<file path="src/rtl/nothing_pkg.sv">
// Shared constants for the nothing_pipe latency/diagnostic stage.
package nothing_pkg;

  // Command opcodes, taken from the top two bits of the command word
  localparam logic [1:0] OP_REPORT = 2'b00;
  localparam logic [1:0] OP_CLEAR  = 2'b01;
  localparam logic [1:0] OP_SET_EN = 2'b10;
  localparam logic [1:0] OP_RSVD   = 2'b11;

  // Tag in the top two bits of a report header word
  localparam logic [1:0] HDR_TAG = 2'b01;

  // Report sequencer states
  typedef enum logic [1:0] {
    IDLE = 2'b00,
    HDR  = 2'b01,
    CNT  = 2'b10
  } state_e;

endpackage

</file>
<file path="src/rtl/nothing_delay_stage.sv">
// One valid-tagged pipeline register; payload only loads on a valid beat.
module nothing_delay_stage #(
  parameter int unsigned W = 33
) (
  input  logic         clk,
  input  logic         rst_n,
  input  logic [W-1:0] d,
  input  logic         v,
  output logic [W-1:0] q,
  output logic         q_v
);

  // Valid always shifts; payload holds the last delivered value
  always_ff @(posedge clk or negedge rst_n) begin
    if (!rst_n) begin
      q   <= '0;
      q_v <= 1'b0;
    end else begin
      q_v <= v;
      if (v) begin
        q <= d;
      end
    end
  end

endmodule

</file>
<file path="src/rtl/nothing_pipe.sv">
// Fixed-latency sample pipe with a command port for enable/clear/count reports.
module nothing_pipe
  import nothing_pkg::*;
#(
  parameter int unsigned WIDTH     = 32,
  parameter int unsigned MWIDTH    = 1,
  parameter int unsigned MSG_WIDTH = 32,
  parameter int unsigned DELAY     = 3
) (
  input  logic                 clk,
  input  logic                 rst_n,
  input  logic [WIDTH-1:0]     in_data,
  input  logic                 in_nd,
  input  logic [MWIDTH-1:0]    in_m,
  input  logic [MSG_WIDTH-1:0] in_msg,
  input  logic                 in_msg_nd,
  output logic [WIDTH-1:0]     out_data,
  output logic                 out_nd,
  output logic [MWIDTH-1:0]    out_m,
  output logic [MSG_WIDTH-1:0] out_msg,
  output logic                 out_msg_nd,
  output logic                 error
);

  localparam int unsigned PW = WIDTH + MWIDTH;
  localparam logic [7:0]  DELAY_TAG = 8'(DELAY);
  localparam logic [MSG_WIDTH-1:0] HDR_WORD =
    {HDR_TAG, {(MSG_WIDTH-10){1'b0}}, DELAY_TAG};

  state_e                 state_q, state_d;
  logic [MSG_WIDTH-1:0]   count_q;
  logic [MSG_WIDTH-1:0]   snap_q;
  logic                   enable_q;

  logic [MSG_WIDTH-1:0]   msg_d;
  logic                   msg_nd_d;
  logic                   snap_ld;
  logic                   clr;
  logic                   en_ld;
  logic                   rsvd;
  logic                   drop;
  logic                   accept;
  logic                   wrap;
  logic                   err_set;
  logic [1:0]             op;

  logic [PW-1:0]          stg_d [0:DELAY];
  logic                   stg_v [0:DELAY];

  assign accept = in_nd & enable_q;
  assign op     = in_msg[MSG_WIDTH-1 -: 2];

  // Pipeline entry: only accepted samples become valid
  assign stg_d[0] = {in_m, in_data};
  assign stg_v[0] = accept;

  for (genvar k = 0; k < DELAY; k++) begin : g_stage
    nothing_delay_stage #(.W(PW)) u_stage (
      .clk   (clk),
      .rst_n (rst_n),
      .d     (stg_d[k]),
      .v     (stg_v[k]),
      .q     (stg_d[k+1]),
      .q_v   (stg_v[k+1])
    );
  end

  // Outputs come straight from the final stage register
  assign out_data = stg_d[DELAY][WIDTH-1:0];
  assign out_m    = stg_d[DELAY][PW-1:WIDTH];
  assign out_nd   = stg_v[DELAY];

  // Report sequencer next-state, command decode and next report word
  always_comb begin
    state_d  = state_q;
    msg_d    = '0;
    msg_nd_d = 1'b0;
    snap_ld  = 1'b0;
    clr      = 1'b0;
    en_ld    = 1'b0;
    rsvd     = 1'b0;
    drop     = 1'b0;
    case (state_q)
      IDLE: begin
        if (in_msg_nd) begin
          case (op)
            OP_REPORT: begin
              state_d  = HDR;
              msg_d    = HDR_WORD;
              msg_nd_d = 1'b1;
              snap_ld  = 1'b1;
            end
            OP_CLEAR:  clr   = 1'b1;
            OP_SET_EN: en_ld = 1'b1;
            default:   rsvd  = 1'b1;
          endcase
        end
      end
      HDR: begin
        state_d  = CNT;
        msg_d    = snap_q;
        msg_nd_d = 1'b1;
        drop     = in_msg_nd;
      end
      CNT: begin
        state_d = IDLE;
        drop    = in_msg_nd;
      end
      default: state_d = IDLE;
    endcase
  end

  // Counter wrap is suppressed by a same-cycle clear (count restarts instead)
  assign wrap    = accept & (&count_q) & ~clr;
  assign err_set = wrap | rsvd | drop;

  // Sequencer state and registered report outputs
  always_ff @(posedge clk or negedge rst_n) begin
    if (!rst_n) begin
      state_q    <= IDLE;
      out_msg    <= '0;
      out_msg_nd <= 1'b0;
      snap_q     <= '0;
    end else begin
      state_q    <= state_d;
      out_msg    <= msg_d;
      out_msg_nd <= msg_nd_d;
      if (snap_ld) begin
        snap_q <= count_q;
      end
    end
  end

  // Sample counter, stream enable and sticky error (set beats clear)
  always_ff @(posedge clk or negedge rst_n) begin
    if (!rst_n) begin
      count_q  <= '0;
      enable_q <= 1'b1;
      error    <= 1'b0;
    end else begin
      if (clr) begin
        count_q <= MSG_WIDTH'(accept);
      end else if (accept) begin
        count_q <= count_q + MSG_WIDTH'(1);
      end
      if (en_ld) begin
        enable_q <= in_msg[0];
      end
      error <= err_set | (error & ~clr);
    end
  end

endmodule
</file>
<file path="config.mk">
export PLATFORM = sky130hd
export DESIGN_NAME = nothing_pipe
export DESIGN_NICKNAME = d
export VERILOG_FILES = /design/src/rtl/nothing_pkg.sv /design/src/rtl/nothing_delay_stage.sv /design/src/rtl/nothing_pipe.sv
export SDC_FILE = /design/constraint.sdc
export NUM_CORES = 1
export LEC_CHECK = 0
export CELL_PAD_IN_SITES_DETAIL_PLACEMENT = 0
export CELL_PAD_IN_SITES_GLOBAL_PLACEMENT = 1
export CORE_AREA = 2 2 139 141
export DETAILED_ROUTE_END_ITERATION = 12
export DIE_AREA = 0 0 141 143
export PLACE_DENSITY_LB_ADDON = 0.3
export SLEW_MARGIN = 20
export SYNTH_ARGS = -nofsm -noshare
export SYNTH_HDL_FRONTEND = slang
export SYNTH_SLANG_ARGS = --single-unit
</file>
<file path="constraint.sdc">
create_clock -name clk -period 2.9 [get_ports clk]
set_input_delay 0.725 -clock clk [delete_from_list [all_inputs] [get_ports clk]]
set_output_delay 0.725 -clock clk [all_outputs]
set_load 0.005 [all_outputs]
</file>
==> flow_metrics.py, run 1 <==
metrics = {
    "status": {
        "outcome": "finished, final reports clean",
    },
    "power": {
        "p_leak_nw": 4.41,
        "power_w": 0.00899,
        "pwr_density_cell_mw_per_mm2": 892,
        "ir_drop_uv": 480,
    },
    "sta": {
        "final.setup.tns_ns": 0,
        "setup_viol": 0,
        "rsz0062_at_grt": "false",
        "worst_pin_slew_ns": 0.627,
        "fin_crit_sh_pct": 75.3,
        "min_period_ns": 2.18,
        "slew_violations": 0,
        "skew_ns": 0.00928,
        "setup_ws_ns": 0.716,
        "relSlewSlack_pct": 58.2,
        "hold_viol": 0,
        "clock.fmax_mhz": 458,
    },
    "cts": {
        "cts-resized-gates": 0,
        "cts_buffers": 22,
        "cts_setup_buffers": 0,
        "clk_path_buf_depth": 3,
        "htreeDepth": 1,
        "cts_root_buf": "clkbuf_16",
        "cts-hold-fix-buffers": 0,
        "cts.clk_slew.worst_paths_ns": 0.06,
        "clock_sinks": 203,
        "clock_latency_ns": 0.49,
        "tritoncts": "done",
    },
    "routing": {
        "via_per_inst": 5.14,
        "drc": 0,
        "antenna_left": 0,
        "drt_iter0_drc": 251,
        "wl_microns": 15400,
        "avgRoutedWirePerCell_microns": 16.6,
        "dr.pass1.iters": 4,
        "vias": 4769,
    },
    "critical_path": {
        "reg2reg_slack_ns": 0.75,
        "crit_type": "in2reg",
        "worstPathRequired_ns": 3.32,
        "crit_start": "in_nd",
        "r2r_start": "count_q[3]",
        "worstPathArrival_ns": 2.60,
        "startpoint_type": "input pin",
        "slowest_delay_ns": 0.50,
        "cp_max_fo": 16,
        "crit_path_frequent_cell": "or4_1",
        "rr_worst_depth": 5,
        "worstPathCellList": "clkdlybuf4s50_1 > nand3_1 > or4_1 > buf_4 > or4_1 > a21oi_1",
        "r2r_end": "count_q[30]",
        "end_kind": "flip-flop",
        "cp_slowest_cell": "clkdlybuf4s50_1",
    },
    "worst_hold_path": {
        "hold_class": "in2async",
    },
    "synthesis": {
        "synth-xor-area-share_pct": 1.10,
        "synthesis.area_sq_mm": 0.00793,
        "muxShareOfSynthArea_pct": 18.9,
        "yosysSeqAreaShare_pct": 64.1,
        "synth_nets": 635,
        "synthArstFlopShare_pct": 100,
        "synthCells": 562,
        "ys_warn_count": 0,
        "synth_cell_types": 41,
        "synth_ff_type": "dfrtp_1",
        "synth-compound-area-share_pct": 3.87,
        "synth_fa_ha_area_share_pct": 0.631,
        "avgSynthCellArea_sq_um": 14.1,
        "ys_ff_latch": 203,
        "synth-edff-count": 0,
        "synth_top_family_by_area": "multiplexers",
        "synth_simple_gate_area_share_pct": 9.53,
    },
    "grt": {
        "grt_pass1_vias": 5143,
        "track_usage_pct": 16.1,
        "antenna_found_initial": 1,
        "grt_max_degree": 78,
        "grt_overflow": 0,
        "grt_pass1_wl_microns": 26300,
    },
    "finish": {
        "area_growth_pct": 27.2,
        "utilization_pct": 54.3,
        "nets": 750,
        "drive_above_1_share_pct": 28.4,
        "finalNonFillerCells": 928,
    },
    "floorplanning": {
        "dieHeight_microns": 143,
        "dieArea_sq_mm": 0.0202,
        "num_rows": 50,
        "core-area_sq_mm": 0.0186,
        "ios": 137,
        "start_util_pct": 42.7,
        "die_x_microns": 141,
    },
    "flow_run": {
        "cap_violations": 0,
    },
    "place": {
        "hpwl_microns": 10000,
        "gp_congestion": 0.767,
        "placed_cells": 887,
        "port_buffers": 107,
        "pre_cts_slack_ns": 0.196,
    },
}
## placed cells by master (no fill, tap or decap), types with 2 or more instances in the layout
master / n
xor2_1: 5
a21oi_1: 21
clkbuf_1: 3
and2_1: 30
and3_1: 4
or4_1: 15
mux2_2: 132
buf_4: 12
clkinv_2: 4
dfrtp_1: 202
nand4_1: 9
o21ai_0: 7
nand3_1: 12
clkbuf_16: 23
and4_1: 4
inv_1: 7
nor2_1: 11
ha_1: 3
nand2_1: 15
xnor2_1: 5
nand2b_1: 3
clkbuf_8: 8
nor3_1: 2
o31ai_1: 14
or2_2: 3
a21o_1: 4
clkdlybuf4s50_1: 106
buf_12: 3
or3_2: 2
or3_1: 3
nor4_1: 3
## metrics by stage
step / hold WS [ns] / cell area [sq um]
floorplan: 0.352 / 7930
global placement: 0.460 / 9330
detailed placement: 0.463 / 9330
CTS: 0.277 / 10100
global route: 0.306 / 10100
finish: 0.249 / 10100
## area by class of cell
cell class                      count  area, sq um
Inverter                            7         26.3
Timing Repair Buffer              122         1220
Clock inverter                      7         66.3
Antenna cell                        1         2.50
Tap cell                          234          293
Sequential cell                   203         5080
Fill cell                        1517         8500
Multi-Input combinational cell    321         2710
Clock buffer                       33          683
## Yosys cell counts, types with 5 or more instances
cell | count | share of area (%)
a21oi_1 | 21 | 1.3
and2_1 | 31 | 2.4
clkbuf_1 | 27 | 1.3
dfrtp_1 | 202 | 64
inv_1 | 7 | 0.33
mux2_2 | 132 | 19
nand2_1 | 15 | 0.71
nand3_1 | 12 | 0.76
nand4_1 | 9 | 0.71
nor2_1 | 11 | 0.52
o21ai_0 | 7 | 0.44
o31ai_1 | 14 | 1.3
or4_1 | 15 | 1.4
xnor2_1 | 5 | 0.55
xor2_1 | 5 | 0.55
## cells by family (layout without fill, tap and decap cells)
logic type               Yosys count  in the layout
AO/OA/AOI/OAI                     50             50
buffers and inverters             38            169
flip-flops                       203            203
XOR/XNOR                          10             10
other                              0              1
AND/OR/NAND/NOR                  124            124
adder cells (fa/ha/maj)            4              4
multiplexers                     133            133
## power by group
part	switching [W]	total, W	internal (W)
Clock	0.00109	0.00281	0.00172
Combinational	0.000744	0.00208	0.00134
Sequential	0.000443	0.00410	0.00366
Total	0.00228	0.00899	0.00671
## how the worst max path moves through the flow
stage / end / slack, ns
after global routing: count_q[21] / 0.58
after global placement: count_q[20] / 0.25
after CTS: count_q[30] / 0.73
after floorplan: snap_q[0] / 0.67
after detailed placement: count_q[23] / 0.20
final: count_q[30] / 0.72
## sequential cells by signal (all words and copies together) (netlist names), 2 cells and up
signal and cells:
out_msg 32, g_stage.u_stage.q 99, state_q 2, g_stage.u_stage.q_v 3, snap_q 32, count_q 32
## worst max-delay path, delay by kind of cell
| kind | cells | cell delay, ns |
|---|---|---|
| and+or+nand+nor | 3 | 1.00 |
| AOI/OAI and AO/OA | 1 | 0.16 |
| buffers and inverters | 2 | 0.70 |
## per-layer routing
layer | up-vias | track usage, % | share of wire [%]
met5 | - | 0 | 0
met4 | 0 | 4.26 | 1.7
met3 | 21 | 4.96 | 7.1
met2 | 111 | 27.9 | 49
met1 | 2409 | 19.6 | 42
li1 | 2228 | - | -
Power figures use the tool's default switching activity.
==> run 2: changes to the inputs <==
- clock period: 2.9 -> 2.04 ns (I/O delays scaled with it)
==> flow_metrics.py, run 2 (synthesis results as in run 1) <==
metrics = {
    "status": {
        "outcome": "complete, but fails checks",
        "violations": "hold timing",
    },
    "power": {
        "comb_power_share_pct": 24.4,
        "p_leak_nw": 4.58,
        "clkPwrFrac_pct": 30.7,
        "sw_frac_of_total_pct": 25.0,
        "pwr_density_cell_mw_per_mm2": 1240,
        "internal-power_w": 0.00970,
        "p_switching_w": 0.00323,
        "seqPwrFrac_pct": 44.9,
        "ir_drop_uv": 812,
    },
    "cts": {
        "clock_latency_ns": 0.49,
        "cts_buffers": 22,
        "cts.clk_slew.worst_paths_ns": 0.06,
        "htreeDepth": 1,
        "clk_path_buf_depth": 3,
        "cts-hold-fix-buffers": 0,
        "cts_root_buf": "clkbuf_16",
        "clock_sinks": 203,
        "tritoncts": "done",
    },
    "place": {
        "hpwl_microns": 10600,
        "place_area_sq_mm": 0.00962,
        "port_buffers": 107,
        "gp_congestion": 0.772,
    },
    "routing": {
        "antenna_left": 0,
        "vias": 4941,
        "dr.pass1.iters": 4,
        "wl_microns": 15600,
        "avgRoutedWirePerCell_microns": 16.3,
        "drc": 0,
        "via_per_inst": 5.16,
        "drt_iter0_drc": 201,
    },
    "critical_path": {
        "reg2reg_slack_ns": 0.08,
        "worstPathRequired_ns": 2.46,
        "startpoint_type": "flip-flop",
        "crit_type": "reg2reg",
        "rr_worst_depth": 5,
        "r2r_end": "count_q[30]",
        "r2r_start": "enable_q",
        "end_kind": "flip-flop",
        "cp_max_fo": 14,
        "worstPathArrival_ns": 2.38,
    },
    "sta": {
        "holdWs_ns": -0.000825,
        "hold_viol": 1,
        "min_period_ns": 1.96,
        "clock.fmax_mhz": 510,
        "skew_ns": 0.00710,
        "worst_pin_slew_ns": 0.543,
        "rsz0062_at_grt": "false",
        "setup_viol": 0,
        "relSlewSlack_pct": 63.8,
        "fin_crit_sh_pct": 96.1,
        "slew_violations": 0,
    },
    "finish": {
        "final_area_sq_mm": 0.0104,
        "largest-register": "g_stage.u_stage.q",
        "diodes": 0,
        "largest_reg_flops": 99,
        "final.fill_count": 1501,
        "nets": 782,
        "layout_common_cells": "dfrtp_1, mux2_2, clkdlybuf4s50_1",
        "drive_above_1_share_pct": 32.0,
        "area_growth_pct": 31.1,
        "final_common_cell": "dfrtp_1",
    },
    "grt": {
        "grt_max_degree": 60,
        "track_usage_pct": 16.4,
        "grt_overflow": 0,
        "antenna_found_initial": 1,
        "grt_pass1_vias": 5400,
        "grt_pass1_wl_microns": 26800,
    },
    "floorplanning": {
        "dieArea_sq_mm": 0.0202,
        "die_x_microns": 141,
        "ios": 137,
        "start_util_pct": 42.7,
        "num_rows": 50,
        "dieHeight_microns": 143,
        "core-area_sq_mm": 0.0186,
    },
    "flow_run": {
        "cap_violations": 0,
    },
    "worst_hold_path": {
        "hold_class": "in2async",
    },
}
==> run 2: worst max-delay path by stage <==
stage | end | start | depth (start not counted)
3_5_place_dp | count_q[20] | in_nd | 6
2_1_floorplan | snap_q[0] | state_q[0] | 6
3_3_place_gp | count_q[30] | in_nd | 6
4_1_cts | count_q[30] | count_q[1] | 6
5_1_grt | count_q[30] | enable_q | 5
6_report | count_q[30] | enable_q | 5
==> run 2: what timing repair did <==
| item | 4_1_cts | 5_1_grt |
|---|---|---|
| hold endpoints to repair | 0 | 0 |
| gates resized for setup | 0 | 7 |
| endpoints found under the setup margin | 0 | 6 |
| setup buffers | 0 | 3 |
==> run 2: per-stage QoR <==
step | total power (W) | utilization (%) | instances | setup TNS [ns] | worst slack, ns
after floorplan | 0.00742 | - | 562 | 0 | 0.0222
after global placement | 0.00885 | 51.8 | 916 | -7.32 | -0.382
after detailed placement | 0.00903 | 51.8 | 916 | -9.56 | -0.390
after CTS | 0.0131 | 55.7 | 954 | 0 | 0.0374
after global routing | 0.0137 | 55.9 | 957 | 0 | 0.000772
final | 0.0129 | 55.9 | 957 | 0 | 0.0792
==> run 2: layout make-up <==
| type | count | area, sq um | share of cell area (%) |
|---|---|---|---|
| Inverter | 7 | 26.3 | 0.253 |
| Multi-Input combinational cell | 321 | 2720 | 26.1 |
| Sequential cell | 203 | 5090 | 49.0 |
| Tap cell | 234 | 293 | 2.82 |
| Clock buffer | 31 | 646 | 6.21 |
| Timing Repair Buffer | 154 | 1540 | 14.8 |
| Clock inverter | 7 | 85.1 | 0.819 |
==> run 2: power groups by stage <==
stage | registers (W) | clock network [W] | logic, W
4_1_cts | 0.00582 | 0.00407 | 0.00317
2_1_floorplan | 0.00574 | 0 | 0.00168
3_3_place_gp | 0.00580 | 0 | 0.00306
3_5_place_dp | 0.00588 | 0 | 0.00315
6_report | 0.00580 | 0.00397 | 0.00315
5_1_grt | 0.00596 | 0.00426 | 0.00346
==> run 2: routing by layer <==
metal	routed length, microns	vias to the layer above	part of all wire [%]	track usage [%]
li1	-	2297	-	-
met1	6610	2504	42	20.8
met2	7800	113	50	28.1
met3	912	27	5.8	4.39
met4	300	0	1.9	4.05
met5	0	-	0	0
==> run 2: critical path, stage by stage (launching register included) <==
cell	delay, ns
dfstp_2	0.55
nand3_1	0.10
or4_1	0.40
buf_4	0.19
or4_1	0.49
a21oi_1	0.15
